$ cat src/rtl/router_out_reader.sv
// Destination-side reader for one router output port.
// Pulls packets from the port FIFO, streams payload, checks parity/address.
module router_out_reader #(
  parameter logic [1:0] PORT_ID    = 2'd0,
  parameter int         READ_DELAY = 0,
  parameter int         CNT_W      = 16
) (
  input  logic             clock,
  input  logic             reset,
  input  logic             vld_out,
  input  logic             soft_reset,
  input  logic [7:0]       data_out,
  input  logic             rd_hold,
  output logic             read_enb,
  output logic [7:0]       byte_out,
  output logic             byte_vld,
  output logic             pkt_done,
  output logic [1:0]       pkt_err,
  output logic             pkt_abort,
  output logic [5:0]       pkt_len,
  output logic [CNT_W-1:0] pkt_count
);

  typedef enum logic [1:0] {
    IDLE,
    HDR_RD,
    HDR_CAP,
    BODY
  } state_t;

  localparam logic [5:0] DLY = 6'(READ_DELAY);

  state_t     state;
  logic [5:0] dly_cnt;
  logic [1:0] addr;
  logic [7:0] par;
  logic [6:0] remaining;
  logic [6:0] issued;
  logic [6:0] recv;
  logic       rd_q;

  // Read strobe must follow vld_out/rd_hold within the cycle.
  always_comb begin
    read_enb = 1'b0;
    if (!soft_reset) begin
      unique case (state)
        HDR_RD:  read_enb = vld_out & ~rd_hold;
        BODY:    read_enb = vld_out & ~rd_hold
                            & (issued < remaining);
        default: read_enb = 1'b0;
      endcase
    end
  end

  always_ff @(posedge clock) begin
    if (reset) begin
      state     <= IDLE;
      dly_cnt   <= '0;
      addr      <= '0;
      par       <= '0;
      remaining <= '0;
      issued    <= '0;
      recv      <= '0;
      rd_q      <= 1'b0;
      byte_out  <= '0;
      byte_vld  <= 1'b0;
      pkt_done  <= 1'b0;
      pkt_err   <= '0;
      pkt_abort <= 1'b0;
      pkt_len   <= '0;
      pkt_count <= '0;
    end else begin
      byte_vld  <= 1'b0;
      pkt_done  <= 1'b0;
      pkt_err   <= '0;
      pkt_abort <= 1'b0;
      rd_q      <= read_enb;
      if (soft_reset) begin
        // Any byte still in flight belongs to the flushed packet.
        dly_cnt <= '0;
        rd_q    <= 1'b0;
        if (state != IDLE) begin
          pkt_abort <= 1'b1;
          state     <= IDLE;
        end
      end else begin
        unique case (state)
          IDLE: begin
            if (!vld_out) begin
              dly_cnt <= '0;
            end else if (dly_cnt == DLY) begin
              dly_cnt <= '0;
              state   <= HDR_RD;
            end else begin
              dly_cnt <= dly_cnt + 6'd1;
            end
          end
          HDR_RD: begin
            if (read_enb) state <= HDR_CAP;
          end
          HDR_CAP: begin
            pkt_len   <= data_out[7:2];
            addr      <= data_out[1:0];
            par       <= data_out;
            remaining <= {1'b0, data_out[7:2]} + 7'd1;
            issued    <= '0;
            recv      <= '0;
            state     <= BODY;
          end
          BODY: begin
            if (read_enb) issued <= issued + 7'd1;
            if (rd_q) begin
              recv <= recv + 7'd1;
              if (recv == remaining - 7'd1) begin
                pkt_done   <= 1'b1;
                pkt_err[0] <= par != data_out;
                pkt_err[1] <= addr != PORT_ID;
                pkt_count  <= pkt_count + 1'b1;
                state      <= IDLE;
              end else begin
                byte_vld <= 1'b1;
                byte_out <= data_out;
                par      <= par ^ data_out;
              end
            end
          end
          default: state <= IDLE;
        endcase
      end
    end
  end

endmodule
$ cat config.mk
export PLATFORM = sky130hd
export DESIGN_NAME = router_out_reader
export DESIGN_NICKNAME = d
export VERILOG_FILES = /design/src/rtl/router_out_reader.sv
export SDC_FILE = /design/constraint.sdc
export NUM_CORES = 1
export LEC_CHECK = 0
export BUFFER_PORTS_ARGS = -buffer_cell sky130_fd_sc_hd__buf_2
export CAP_MARGIN = 15
export CORE_MARGIN = 10
export CORE_UTILIZATION = 45
export CTS_CLUSTER_DIAMETER = 100
export CTS_CLUSTER_SIZE = 12
export DETAILED_ROUTE_END_ITERATION = 6
export GPL_TIMING_DRIVEN = 0
export SLEW_MARGIN = 30
export SYNTH_ARGS = -nofsm -noshare
export SYNTH_HDL_FRONTEND = slang
export SYNTH_SLANG_ARGS = --single-unit
export TNS_END_PERCENT = 30
$ cat constraint.sdc
create_clock -name clock -period 3.3 [get_ports clock]
set_input_delay 0.165 -clock clock [delete_from_list [all_inputs] [get_ports clock]]
set_output_delay 0.165 -clock clock [all_outputs]
set_load 0.02 [all_outputs]
**Yosys cells after proc, flatten, opt, wreduce, memory -nomap -nowiden**

Index checks and enable logic that the tools add are counted.

- Input port bits: 13
- Word-level logic and storage cells: 82
- Bits in registers: 75

- Bitwise logic cells: 8
- Equal/unequal tests: 14
- Add/subtract/negate cells: 6
- Reductions and logical operators: 16
- Muxes and demuxes: 22
- Magnitude comparators: 1

Operators with widths:

| kind | number |
|---|---|
| 7-bit one-hot mux with 2 select lines | 2 |
| 16-bit by 1-bit adder with 16-bit output, second input constant | 1 |
| 8-bit 2-to-1 mux | 2 |
| 8-bit one-hot mux with 2 select lines | 1 |
| 3-bit != test, second input constant | 5 |
| 7-bit by 1-bit adder with 7-bit output, second input constant | 2 |
| 2-bit 2-to-1 mux | 7 |
| 7-bit 2-to-1 mux | 2 |
| 6-bit 2-to-1 mux | 2 |
| 4-bit AND reduction | 3 |
| 8-bit != test | 1 |
| 2-bit one-hot mux with 4 select lines | 1 |
| 8-bit XOR | 1 |
| 6-bit by 1-bit adder with 7-bit output, second input constant | 1 |
| 7-bit == test | 1 |
| 7-bit < comparator | 1 |
| 7-bit by 1-bit subtractor with 7-bit output, second input constant | 1 |
| 6-bit by 1-bit adder with 6-bit output, second input constant | 1 |
| 6-bit logical NOT | 1 |
| 2-bit != test, second input constant | 3 |
| 3-bit AND reduction | 2 |
| 6-bit AND reduction | 1 |
| 2-bit nonzero test | 3 |
| 1-bit NOT | 5 |
| other kinds (11) | 17 |

**Longest topological paths before layout**

- Depth after elaboration: 8
- Mapped depth: 10
- Mapped depth without buffers: 8

**Worst setup path after synthesis**

Ideal clock, no wire load.

- Kind: reg-to-reg
- From: register remaining[0]
- To: register pkt_count[14]
- Data arrival time: 2245 ps
- Clock period less this slack: 2315 ps
- Stages on the path, launching flop included: 10
- Required time: 3230 ps
- Buffers on the path: 1
- Setup slack: 985 ps
- Library setup time: 70 ps
- Path through: dfxtp_1 > inv_1 > ha_1 > or4b_4 > nand2_1 > o221a_4 > o211ai_4 > buf_6 > or4_1 > a21oi_1

- Word-level cells in the longest chain between the ends: 3

RTL lines:

| what | line | text |
|---|---|---|
| start: declaration | 37 | `logic [6:0] remaining;` |
| start signal: assignment | 105 | `remaining <= {1'b0, data_out[7:2]} + 7'd1;` |
| 7-bit by 1-bit subtractor with 7-bit output | 114 | `if (recv == remaining - 7'd1) begin` |
| 7-bit == test | 114 |  |
| 4-bit AND reduction (no source line) | -- |  |
| end signal: assignment | 118 | `pkt_count <= pkt_count + 1'b1;` |
| end: declaration | 21 | `output logic [CNT_W-1:0] pkt_count` |

No other way between the ends.
A chain may end at the register's enable or synchronous reset.

**Worst setup path after layout**

- From: register state[0]
- To: register pkt_count[13]

- Word-level cells in the longest chain between the ends: 2

RTL lines:

| what | line | text |
|---|---|---|
| start: declaration | 33 | `state_t state;` |
| start signal: assignment | 57 | `state <= IDLE;` |
| start signal: assignment | 84 | `state <= IDLE;` |
| start signal: assignment | 93 | `state <= HDR_RD;` |
| 2-bit == test | 87 | `unique case (state)` |
| 4-bit AND reduction (no source line) | -- |  |

No other way between the ends.

==> impl_metrics.env <==
export IMPL_result_of_the_run="finished, final reports clean"
export IMPL_timing_final_crit_period_ns=2.60
export IMPL_startpoint_type="flop"
export IMPL_top_level_ports=49
export IMPL_ys_async_sr_fraction_pct=0
export IMPL_synthesis_area_sq_um=4040
export IMPL_synth_seq_cells=75
export IMPL_routed_wire_length_mm=10.7
export IMPL_wl_per_cell_um=16.2
export IMPL_num_vias=3740
export IMPL_tritoncts="yes"
export IMPL_critPathRequiredTime_ns=3.59
export IMPL_cts_hold_repair_buffers=0
export IMPL_post_synthesis_mux_area_share_pct=1.80
export IMPL_power_density_nw_per_um2=376
export IMPL_timing_critical_path_arrival_ns=2.88
export IMPL_post_cts_resized_instances=0
export IMPL_cts_path_max_buffers=2
export IMPL_max_cap_violations=0
export IMPL_critical_path_max_stage_delay_ns=0.50
export IMPL_finalHoldViolations=0
export IMPL_slew_headroom_pct=62.3
export IMPL_cts_root_buf="sky130_fd_sc_hd__clkbuf_8"
export IMPL_core_rowCount=34
export IMPL_die_y_um=115
export IMPL_synthesis_nets=520
export IMPL_io_buffers=47
export IMPL_insertion_delay_ns=0.35
export IMPL_dp_hpwl_mm=7.90
export IMPL_synth_edff_count=0
export IMPL_avgSynthCellArea_sq_um=8.26
export IMPL_netlist_instances=489
export IMPL_grt_pass1_vias=3643
export IMPL_crit_family="simple AND/OR/NAND/NOR gates"
export IMPL_grt_pass1_wl_mm=18.0
export IMPL_critical_path_slowest_cell="sky130_fd_sc_hd__or4_1"
export IMPL_path_class="flop to flop"
export IMPL_yosysUniqueCellTypes=54
export IMPL_rsz0062_at_grt="false"
export IMPL_maxSlewViolCount=0
export IMPL_synth_yosys_seq_area_share_pct=37.2
export IMPL_report_final_setup_viol=0
export IMPL_worst_hold_path_type="input pin to flop"
export IMPL_synth_top_flop_cell="sky130_fd_sc_hd__dfxtp_1"
export IMPL_totalNegativeSetupSlack_ns=0
export IMPL_p_leak_nw=1.71
export IMPL_yosys_area_share_adder_pct=5.58
export IMPL_initial_core_util_pct=46.3
export IMPL_cts_repair_timing_setup_buffer_count=0
export IMPL_ys_warnings_count=0
export IMPL_synthXorXnorAreaFrac_pct=6.07
export IMPL_die_area_sq_um=13200
export IMPL_timing_final_crit_share_pct=78.7
export IMPL_clock_tree_htree_level_count=3
export IMPL_globalRouteTotalUtil_pct=16.6
export IMPL_critical_path_peak_fanout=10
export IMPL_layout_cells_most_common_list="sky130_fd_sc_hd__dfxtp_1, sky130_fd_sc_hd__buf_2, sky130_fd_sc_hd__a21oi_1, sky130_fd_sc_hd__nand2_1, sky130_fd_sc_hd__nor2_1"
export IMPL_final_instance_count_without_filler_cells=659
export IMPL_fp_coreArea_sq_um=8720
export IMPL_endpoint_kind="flop"
export IMPL_finalWeightedCongestion=0.837
export IMPL_layout_drive_gt1_share_pct=15.2
export IMPL_most_common_cell_after_layout_fill_and_taps_aside="sky130_fd_sc_hd__dfxtp_1"
export IMPL_number_of_inserted_diodes=0
export IMPL_crit_chain="ha_1, buf_1, nand3b_1, nor2_1, nand2_1, or4_1, a21oi_1"
export IMPL_antenna_found_initial=0
export IMPL_die_width_um=115
export IMPL_avgViaCountPerCell=5.68
export IMPL_drc_errors=0
export IMPL_synthToLayoutAreaGrowth_pct=13.9
export IMPL_synth_top_family_by_area="simple AND/OR/NAND/NOR gates"
export IMPL_detail_route_iter0_violations=279
export IMPL_ant_nets=0
export IMPL_clk_pin_slew_ns=0.08
export IMPL_inserted_clock_buffers=9
export IMPL_placed_cells_incl_taps=644
export IMPL_synth_compound_area_share_pct=21.4
export IMPL_first_pass_iters=4
export IMPL_vdd_ir_drop_max_mv=0.184
export IMPL_clock_sinks=75
export IMPL_synth_simple_gate_area_share_pct=22.3
export IMPL_nNetsFinal=578
export IMPL_sum_of_overflow_across_all_layers_after_global_routing=0
export IMPL_crit_buf_inv=1
export IMPL_pin_count_of_the_biggest_net_entering_global_routing=13
export IMPL_timing_worst_slew_pin_value_ns=0.562
export IMPL_fmax_ghz=0.385
export IMPL_skew_ns=0.0103
-- synthesized netlist by cell type (all sizes together), types with 11 or more instances --
cell type	number	area [sq um]
dfxtp	75	1500
a21oi	48	240
nand2	43	161
nor2	38	143
inv	27	101
nand3	24	120
clkbuf	18	68.8
ha	18	225
nor3	18	101
o21ai	18	90.1
a31oi	17	106
xor2	17	149
xnor2	11	96.3
-- final cells by class --
type / instances / area (sq um)
Tap cell: 108 / 135
Inverter: 28 / 105
Sequential cell: 75 / 1500
Fill cell: 869 / 4120
Timing Repair Buffer: 47 / 235
Multi-Input combinational cell: 358 / 2310
Clock inverter: 5 / 53.8
Buffer: 28 / 125
Clock buffer: 10 / 138
-- power by group --
part | leakage [nW] | internal (mW) | switching (mW)
clock network | 0.102 | 0.363 | 0.352
registers | 0.604 | 0.908 | 0.00372
logic | 1.00 | 0.0339 | 0.0686
total | 1.71 | 1.31 | 0.424
-- worst min-delay path, delay by kind of cell --
family | cells | cell delay (ns)
buffers and inverters | 1 | 0.14
AND/OR/NAND/NOR | 1 | 0.06
AO/OA/AOI/OAI | 1 | 0.06
-- routing by layer --
layer  part of all wire [%]  vias to the layer above  wire, um  track usage (%)
met2                     46                       80      4960             26.2
met1                     48                     1769      5080             21.5
met3                    4.5                       13       481             3.85
met5                      0                        -         0                0
met4                    1.6                        0       167             6.02
li1                       -                     1878         -                -
-- sequential cells by signal, summed over array words and instances, names as in the netlist, 6 cells and up --
signal	flops
byte_out	8
dly_cnt	6
issued	7
par	8
pkt_count	16
pkt_len	6
recv	7
remaining	7
-- through the flow --
stage	total power [mW]	worst slack [ns]	hold WS, ns	utilization, %	instance area, sq um
5_1_grt	1.80	0.468	0.127	52.8	4600
3_3_place_gp	1.03	0.737	0.442	50.6	4410
2_1_floorplan	0.999	0.985	0.264	-	4040
4_1_cts	1.75	0.674	0.116	52.8	4600
6_report	1.73	0.702	0.116	52.8	4600
3_5_place_dp	1.04	0.684	0.450	50.6	4410
-- kinds of logic (layout without fill, tap and decap cells) --
logic type | count (synthesis) | count (layout)
flip-flops | 75 | 75
AO/OA/AOI/OAI | 129 | 129
adder cells (fa/ha/maj) | 18 | 18
buffers and inverters | 56 | 118
multiplexers | 7 | 7
XOR/XNOR | 28 | 28
AND/OR/NAND/NOR | 176 | 176
-- path summary, 6_finish.rpt --
kind               start  cells past startpoint  slack (ns)       endpoint
max             state[0]                      7        0.70  pkt_count[13]
min          data_out[6]                      3        0.12     pkt_len[4]
max reg2reg     state[0]                      7        0.70  pkt_count[13]
min reg2reg      addr[1]                      2        0.46        addr[1]
No activity file was read; power rests on OpenSTA's default activity.
